<file path="config.mk">
export PLATFORM = sky130hd
export DESIGN_NAME = acog_hub_if_flat
export DESIGN_NICKNAME = d
export VERILOG_FILES = /design/src/rtl/acog_hub_if_if.sv /design/src/rtl/acog_hub_if.sv /design/src/flat_wrapper.sv
export SDC_FILE = /design/constraint.sdc
export NUM_CORES = 1
export LEC_CHECK = 0
export BUFFER_PORTS_ARGS = -buffer_cell sky130_fd_sc_hd__buf_2
export CAP_MARGIN = 20
export CORE_UTILIZATION = 53
export CTS_BUF_LIST = sky130_fd_sc_hd__clkbuf_8
export CTS_CLUSTER_SIZE = 8
export DETAILED_ROUTE_END_ITERATION = 8
export GPL_ROUTABILITY_DRIVEN = 0
export GPL_TIMING_DRIVEN = 0
export PLACE_DENSITY_LB_ADDON = 0.12
export SLEW_MARGIN = 20
export SYNTH_ARGS = -nofsm -noshare
export SYNTH_HDL_FRONTEND = slang
export SYNTH_SLANG_ARGS = --single-unit
</file>
<file path="constraint.sdc">
create_clock -name clk_in -period 6.43 [get_ports clk_in]
set_clock_uncertainty 0.05 [all_clocks]
set_input_delay 0.643 -clock clk_in [delete_from_list [all_inputs] [get_ports clk_in]]
set_output_delay 0.643 -clock clk_in [all_outputs]
set_load 0.02 [all_outputs]
</file>
<file path="src/rtl/acog_hub_if_if.sv">
// Hub-side bus of acog_hub_if: slot grant, request, byte-lane controls and ack
// between one cog's hub access unit (master) and the hub arbiter (slave).
interface acog_hub_if_if #(
    parameter int unsigned HUB_AW = 16
);
    logic              hub_slot_i;
    logic              hub_req_o;
    logic              hub_we_o;
    logic              hub_ctl_o;
    logic [2:0]        hub_code_o;
    logic [HUB_AW-1:0] hub_addr_o;
    logic [3:0]        hub_be_o;
    logic [31:0]       hub_wdata_o;
    logic [31:0]       hub_rdata_i;
    logic              hub_ack_i;

    modport master (
        input  hub_slot_i, hub_rdata_i, hub_ack_i,
        output hub_req_o, hub_we_o, hub_ctl_o, hub_code_o,
               hub_addr_o, hub_be_o, hub_wdata_o
    );

    modport slave (
        output hub_slot_i, hub_rdata_i, hub_ack_i,
        input  hub_req_o, hub_we_o, hub_ctl_o, hub_code_o,
               hub_addr_o, hub_be_o, hub_wdata_o
    );
endinterface

</file>
<file path="src/rtl/acog_hub_if.sv">
// Cog hub access unit: waits for the hub slot, performs byte/word/long or control access.
// Optional macro ACOG_HUB_ALIGN_ERR_EN turns misaligned word/long accesses into err_o strobes.
module acog_hub_if #(
    parameter int unsigned HUB_AW  = 16,
    parameter int unsigned ACK_MAX = 15
) (
    input  logic          clk_in,
    input  logic          reset_in,
    input  logic          start_i,
    input  logic [4:0]    hub_op_i,
    input  logic [1:0]    hub_tfr_sz_i,
    input  logic [31:0]   addr_i,
    input  logic [31:0]   wdata_i,
    output logic          busy_o,
    output logic          done_o,
    output logic [31:0]   rdata_o,
    output logic          save_d_o,
    output logic          z_o,
    output logic          err_o,
    acog_hub_if_if.master hub
);
    typedef enum logic [1:0] {IDLE, WAIT_SLOT, ACCESS, DONE} state_t;

    state_t            r_state;
    logic              r_is_mem, r_is_rd;
    logic [1:0]        r_sz;
    logic [HUB_AW-1:0] r_addr;
    logic [31:0]       r_wdata;
    logic [2:0]        r_code;
    logic              r_busy, r_done, r_save, r_z, r_err;
    logic [31:0]       r_rdata;
    logic              r_req, r_we, r_ctl;
    logic [2:0]        r_hcode;
    logic [HUB_AW-1:0] r_haddr;
    logic [3:0]        r_be;
    logic [31:0]       r_hwdata;

    logic              w_long, w_word, w_misalign, w_rd_or_ctl, w_unused;
    logic [3:0]        w_be;
    logic [31:0]       w_wdata, w_rd;
    logic [HUB_AW-1:0] w_addr;

    // ACK_MAX is reserved for a future ack timeout
    assign w_unused = ^{addr_i[31:HUB_AW], ACK_MAX[0]};

    assign w_rd_or_ctl = !r_is_mem || r_is_rd;

    always_comb begin
        w_long  = r_sz[1];
        w_word  = (r_sz == 2'b01);
        w_addr  = {r_addr[HUB_AW-1:2], 2'b00};
        w_be    = 4'b1111;
        w_wdata = r_wdata;
        w_rd    = hub.hub_rdata_i;
        if (!r_is_mem) begin
            w_addr = '0;
        end else if (w_word) begin
            w_be    = r_addr[1] ? 4'b1100 : 4'b0011;
            w_wdata = {2{r_wdata[15:0]}};
            w_rd    = {16'h0, r_addr[1] ? hub.hub_rdata_i[31:16] : hub.hub_rdata_i[15:0]};
        end else if (!w_long) begin
            w_be    = 4'b0001 << r_addr[1:0];
            w_wdata = {4{r_wdata[7:0]}};
            w_rd    = {24'h0, hub.hub_rdata_i[{r_addr[1:0], 3'b000} +: 8]};
        end
    end

`ifdef ACOG_HUB_ALIGN_ERR_EN
    assign w_misalign = r_is_mem && ((w_long && (r_addr[1:0] != 2'b00)) || (w_word && r_addr[0]));
`else
    assign w_misalign = 1'b0;
`endif

    always_ff @(posedge clk_in or posedge reset_in) begin
        if (reset_in) begin
            r_state  <= IDLE;
            r_is_mem <= 1'b0;
            r_is_rd  <= 1'b0;
            r_sz     <= '0;
            r_addr   <= '0;
            r_wdata  <= '0;
            r_code   <= '0;
            r_busy   <= 1'b0;
            r_done   <= 1'b0;
            r_save   <= 1'b0;
            r_z      <= 1'b0;
            r_err    <= 1'b0;
            r_rdata  <= '0;
            r_req    <= 1'b0;
            r_we     <= 1'b0;
            r_ctl    <= 1'b0;
            r_hcode  <= '0;
            r_haddr  <= '0;
            r_be     <= '0;
            r_hwdata <= '0;
        end else begin
            r_done <= 1'b0;
            r_save <= 1'b0;
            r_z    <= 1'b0;
            r_err  <= 1'b0;
            case (r_state)
                IDLE: begin
                    if (start_i) begin
                        r_is_mem <= hub_op_i[4];
                        r_is_rd  <= hub_op_i[3];
                        r_code   <= hub_op_i[2:0];
                        r_sz     <= hub_tfr_sz_i;
                        r_addr   <= addr_i[HUB_AW-1:0];
                        r_wdata  <= wdata_i;
                        r_busy   <= 1'b1;
                        r_state  <= WAIT_SLOT;
                    end
                end
                WAIT_SLOT: begin
                    // Misaligned access skips the hub entirely; rdata_o is left as it was
                    if (w_misalign) begin
                        r_done  <= 1'b1;
                        r_err   <= 1'b1;
                        r_z     <= (r_rdata == '0);
                        r_state <= DONE;
                    end else if (hub.hub_slot_i) begin
                        r_req    <= 1'b1;
                        r_we     <= r_is_mem && !r_is_rd;
                        r_ctl    <= !r_is_mem;
                        r_hcode  <= r_is_mem ? 3'b000 : r_code;
                        r_haddr  <= w_addr;
                        r_be     <= w_be;
                        r_hwdata <= w_wdata;
                        r_state  <= ACCESS;
                    end
                end
                ACCESS: begin
                    if (hub.hub_ack_i) begin
                        r_req    <= 1'b0;
                        r_we     <= 1'b0;
                        r_ctl    <= 1'b0;
                        r_hcode  <= '0;
                        r_haddr  <= '0;
                        r_be     <= '0;
                        r_hwdata <= '0;
                        r_done   <= 1'b1;
                        if (w_rd_or_ctl) begin
                            r_rdata <= w_rd;
                            r_save  <= 1'b1;
                            r_z     <= (w_rd == '0);
                        end else begin
                            r_z     <= (r_rdata == '0);
                        end
                        r_state  <= DONE;
                    end
                end
                DONE: begin
                    r_busy  <= 1'b0;
                    r_state <= IDLE;
                end
                default: r_state <= IDLE;
            endcase
        end
    end

    assign busy_o          = r_busy;
    assign done_o          = r_done;
    assign rdata_o         = r_rdata;
    assign save_d_o        = r_save;
    assign z_o             = r_z;
    assign err_o           = r_err;
    assign hub.hub_req_o   = r_req;
    assign hub.hub_we_o    = r_we;
    assign hub.hub_ctl_o   = r_ctl;
    assign hub.hub_code_o  = r_hcode;
    assign hub.hub_addr_o  = r_haddr;
    assign hub.hub_be_o    = r_be;
    assign hub.hub_wdata_o = r_hwdata;
endmodule
</file>
<file path="src/flat_wrapper.sv">
// flat-port wrapper written by rule: the top's interface ports become plain ports
module acog_hub_if_flat 
#(
    parameter int unsigned HUB_AW  = 16,
    parameter int unsigned ACK_MAX = 15
)
  (clk_in, reset_in, start_i, hub_op_i, hub_tfr_sz_i, addr_i, wdata_i, busy_o, done_o, rdata_o, save_d_o, z_o, err_o, hub_hub_slot_i, hub_hub_rdata_i, hub_hub_ack_i, hub_hub_req_o, hub_hub_we_o, hub_hub_ctl_o, hub_hub_code_o, hub_hub_addr_o, hub_hub_be_o, hub_hub_wdata_o);
  acog_hub_if_if #(.HUB_AW(HUB_AW)) hub_i ();
  input  logic clk_in;
  input  logic reset_in;
  input  logic start_i;
  input  logic [4:0] hub_op_i;
  input  logic [1:0] hub_tfr_sz_i;
  input  logic [31:0] addr_i;
  input  logic [31:0] wdata_i;
  output logic busy_o;
  output logic done_o;
  output logic [31:0] rdata_o;
  output logic save_d_o;
  output logic z_o;
  output logic err_o;
  input wire logic [$bits(hub_i.hub_slot_i)-1:0] hub_hub_slot_i;
  input wire logic [$bits(hub_i.hub_rdata_i)-1:0] hub_hub_rdata_i;
  input wire logic [$bits(hub_i.hub_ack_i)-1:0] hub_hub_ack_i;
  output wire logic [$bits(hub_i.hub_req_o)-1:0] hub_hub_req_o;
  output wire logic [$bits(hub_i.hub_we_o)-1:0] hub_hub_we_o;
  output wire logic [$bits(hub_i.hub_ctl_o)-1:0] hub_hub_ctl_o;
  output wire logic [$bits(hub_i.hub_code_o)-1:0] hub_hub_code_o;
  output wire logic [$bits(hub_i.hub_addr_o)-1:0] hub_hub_addr_o;
  output wire logic [$bits(hub_i.hub_be_o)-1:0] hub_hub_be_o;
  output wire logic [$bits(hub_i.hub_wdata_o)-1:0] hub_hub_wdata_o;
  assign hub_i.hub_slot_i = hub_hub_slot_i;
  assign hub_i.hub_rdata_i = hub_hub_rdata_i;
  assign hub_i.hub_ack_i = hub_hub_ack_i;
  assign hub_hub_req_o = hub_i.hub_req_o;
  assign hub_hub_we_o = hub_i.hub_we_o;
  assign hub_hub_ctl_o = hub_i.hub_ctl_o;
  assign hub_hub_code_o = hub_i.hub_code_o;
  assign hub_hub_addr_o = hub_i.hub_addr_o;
  assign hub_hub_be_o = hub_i.hub_be_o;
  assign hub_hub_wdata_o = hub_i.hub_wdata_o;
  acog_hub_if #(.HUB_AW(HUB_AW), .ACK_MAX(ACK_MAX)) u_core (.clk_in(clk_in), .reset_in(reset_in), .start_i(start_i), .hub_op_i(hub_op_i), .hub_tfr_sz_i(hub_tfr_sz_i), .addr_i(addr_i), .wdata_i(wdata_i), .busy_o(busy_o), .done_o(done_o), .rdata_o(rdata_o), .save_d_o(save_d_o), .z_o(z_o), .err_o(err_o), .hub(hub_i));
endmodule
</file>
==> flow_summary.json <==
{
  "ys.flop_type": "dfrtp_1",
  "io_buffers": 183,
  "wl_per_cell_um": 17.7,
  "drt_wl_total_mm": 17.7,
  "fill_cells": 1040,
  "sw_frac_of_total_pct": 43.0,
  "rsz0062_at_grt": "no",
  "cts_made_buffers": 17,
  "worst_pin_slew_ns": 0.711,
  "crit_type": "flip-flop to flip-flop",
  "core_area_um2": 12100,
  "synthCells": 613,
  "fmaxAchievable_mhz": 412,
  "cts_root_buf": "clkbuf_8",
  "fin_crit_sh_pct": 37.8,
  "drt-initial-drc-count": 314,
  "cp_max_fo": 10,
  "fin_tns_setup_ns": 0,
  "p_int_mw": 2.45,
  "synth_edf_count": 0,
  "syn_avg_cell_area_um2": 10.9,
  "grt_pass1_wl_mm": 28.5,
  "switchingPower_mw": 1.86,
  "multi_input_area_um2": 2680,
  "cp.required_ns": 6.77,
  "synth-seq-area-share_pct": 56.0,
  "worstSkewPairLatency_ns": 0.47,
  "seqCellArea_um2": 3730,
  "die_h_um": 114,
  "cts_setup_buffers": 0,
  "worstSetupStartpointType": "flip-flop",
  "drv_cap": 0,
  "netlist_top_cells_area": "dfrtp_1 56%, mux2_2 9.6%, nand2_1 6.8%, o21ai_0 3.3%, a22o_1 3.2%",
  "dieArea_um2": 13000,
  "ctsLongestPathBuffers": 2,
  "hold_path_class": "input pin to async pin",
  "seqPwrFrac_pct": 37.9,
  "worst_ep_arrival_time_ns": 2.77,
  "endpoint_kind": "flip-flop",
  "final_cell_area_um2": 8160,
  "p_leak_nw": 4.11,
  "synth_area_leader_cell": "dfrtp_1",
  "async_flop_share_pct": 100,
  "via_count": 5540,
  "clk_pin_slew_ns": 0.07,
  "ios": 203,
  "slew_viol_final": 0,
  "vdd_drop_max_mv": 0.291,
  "place_hpwl_mm": 13.2,
  "period_needed_ns": 2.43,
  "pwr-share-clk_pct": 14.7,
  "slew_headroom_pct": 52.6,
  "dpl_worst_slack_ns": 3.99,
  "dr.pass1.iters": 4,
  "comb_power_share_pct": 47.4,
  "ys_types": 48,
  "grtUsageTotal_pct": 28.9,
  "ys_ff_latch": 149,
  "vias_per_cell": 5.56,
  "area_growth_pct": 22.5,
  "grt_pass1_vias": 5509,
  "cts_hold_buf": 0,
  "cts.htree.levels": 4,
  "grt_overflow": 0,
  "rows": 40,
  "drive_above_1_share_pct": 35.9,
  "antenna_cells": 0,
  "p_per_area_nw_per_um2": 528,
  "post_dp_cell_area_um2": 7830,
  "syn_area_um2": 6660,
  "setup_viol": 0,
  "status": "finished clean",
  "cts_tree": "done",
  "worst_slack_ns": 4.00,
  "cts_resized": 0,
  "nNetsFinal": 930,
  "die_w_um": 114,
  "yosys_warnings": 0,
  "synth_top_area_share_pct": 56.0,
  "postRouteAntennaNets": 0,
  "antenna_found_initial": 0,
  "cts.sinks": 149,
  "grt_max_degree": 82,
  "hold_viol_final": 0,
  "drc": 0,
  "initial_core_util_pct": 55.0
}
[layout by cell type (no fill, tap or decap), drive strengths merged, types with 4 or more instances in the layout]
cell type / count
a22oi: 5
clkinv: 8
nand2: 121
nor3: 6
nor4: 9
or4: 5
o21ai: 45
mux2: 57
a22o: 24
nor2: 25
nor2b: 6
nand3: 19
mux2i: 20
dfrtp: 149
o2bb2ai: 6
a21oi: 26
a221o: 4
inv: 12
buf: 208
clkbuf: 34
ha: 4
[through the flow]
stage | utilization, % | hold WS (ns) | instances | power (mW)
3_3_place_gp | 64.3 | 0.406 | 966 | 3.60
4_1_cts | 67.3 | 0.221 | 997 | 4.32
6_report | 67.3 | 0.197 | 997 | 4.31
3_5_place_dp | 64.6 | 0.412 | 967 | 3.69
2_1_floorplan | - | 0.410 | 615 | 3.02
5_1_grt | 67.3 | 0.245 | 997 | 4.61
[power by group through the flow]
stage          combinational (mW)  sequential (mW)  clock [mW]
2_1_floorplan                1.18             1.85           0
3_3_place_gp                 1.98             1.62           0
3_5_place_dp                 2.04             1.65           0
4_1_cts                      2.05             1.63       0.643
5_1_grt                      2.24             1.69       0.685
6_report                     2.04             1.63       0.634
[layer usage]
| layer | track usage [%] | vias to the layer above | share of wire, % |
|---|---|---|---|
| li1 | - | 2562 | - |
| met1 | 40.0 | 2730 | 44 |
| met2 | 44.6 | 227 | 47 |
| met3 | 7.62 | 21 | 7.9 |
| met4 | 9.61 | 0 | 1.4 |
| met5 | 0 | - | 0 |
[path summary, 6_finish.rpt]
path / from / endpoint / slack, ns / cells after the start
min in group clk_in: wdata_i[7] / u_core.r_wdata[7]$_DFFE_PP0P_ / 0.35 / 2
hold / removal: reset_in / u_core.hub.hub_wdata_o[29]$_DFFE_PP0P_ / 0.20 / 2
setup reg to reg: u_core.r_state[0]$_DFFE_PP0P_ / u_core.hub.hub_addr_o[9]$_DFFE_PP0P_ / 4.00 / 8
setup / recovery: u_core.r_state[0]$_DFFE_PP0P_ / u_core.hub.hub_addr_o[9]$_DFFE_PP0P_ / 4.00 / 8
hold reg to reg: u_core.hub.hub_be_o[0]$_DFFE_PP0P_ / u_core.hub.hub_be_o[0]$_DFFE_PP0P_ / 0.42 / 2
max in group asynchronous: reset_in / u_core.hub.hub_we_o$_DFFE_PP0P_ / 5.40 / 3
[registers in the layout, indices dropped and copies added, names as in the netlist, 2 cells and up]
| register | count |
|---|---|
| u_core.hub.hub_be_o | 4 |
| u_core.r_code | 3 |
| u_core.hub.hub_code_o | 3 |
| u_core.r_state | 2 |
| u_core.hub.hub_wdata_o | 32 |
| u_core.r_sz | 2 |
| u_core.r_wdata | 32 |
| u_core.r_addr | 16 |
| u_core.hub.hub_addr_o | 14 |
| u_core.rdata_o | 32 |
[cell type report]
class | instances | area share [%]
Sequential cell | 149 | 45.7
Multi-Input combinational cell | 415 | 32.8
Timing Repair Buffer | 184 | 11.6
Clock buffer | 17 | 2.87
Buffer | 41 | 2.70
Tap cell | 168 | 2.58
Clock inverter | 13 | 1.18
Inverter | 10 | 0.552
[cell families (layout without fill, tap and decap cells)]
group,after synthesis,count (layout),share of synthesized area (%)
other,1,3,0.0563
AND/OR/NAND/NOR,202,202,13.7
flip-flops,149,149,56.0
adder cells (fa/ha/maj),4,4,0.752
AO/OA/AOI/OAI,129,129,13.0
buffers and inverters,51,265,3.87
multiplexers,77,77,12.6
[cells in the mapped netlist (10+ instances only)]
cell / instances
clkbuf_1: 17
a21oi_1: 25
nand2_1: 120
o21ai_0: 44
inv_1: 10
buf_2: 11
mux2_2: 57
a22o_1: 24
nand3_1: 19
dfrtp_1: 149
mux2i_1: 20
nor2_1: 24
[critical path: stages, from the launching register on]
cell      delay, ns
dfrtp_1        0.41
inv_1          0.09
ha_1           0.30
inv_1          0.18
clkbuf_1       0.39
nand2_1        0.14
nor2_1         0.32
buf_2          0.31
a22o_1         0.16
No activity file was read; power rests on OpenSTA's default activity.
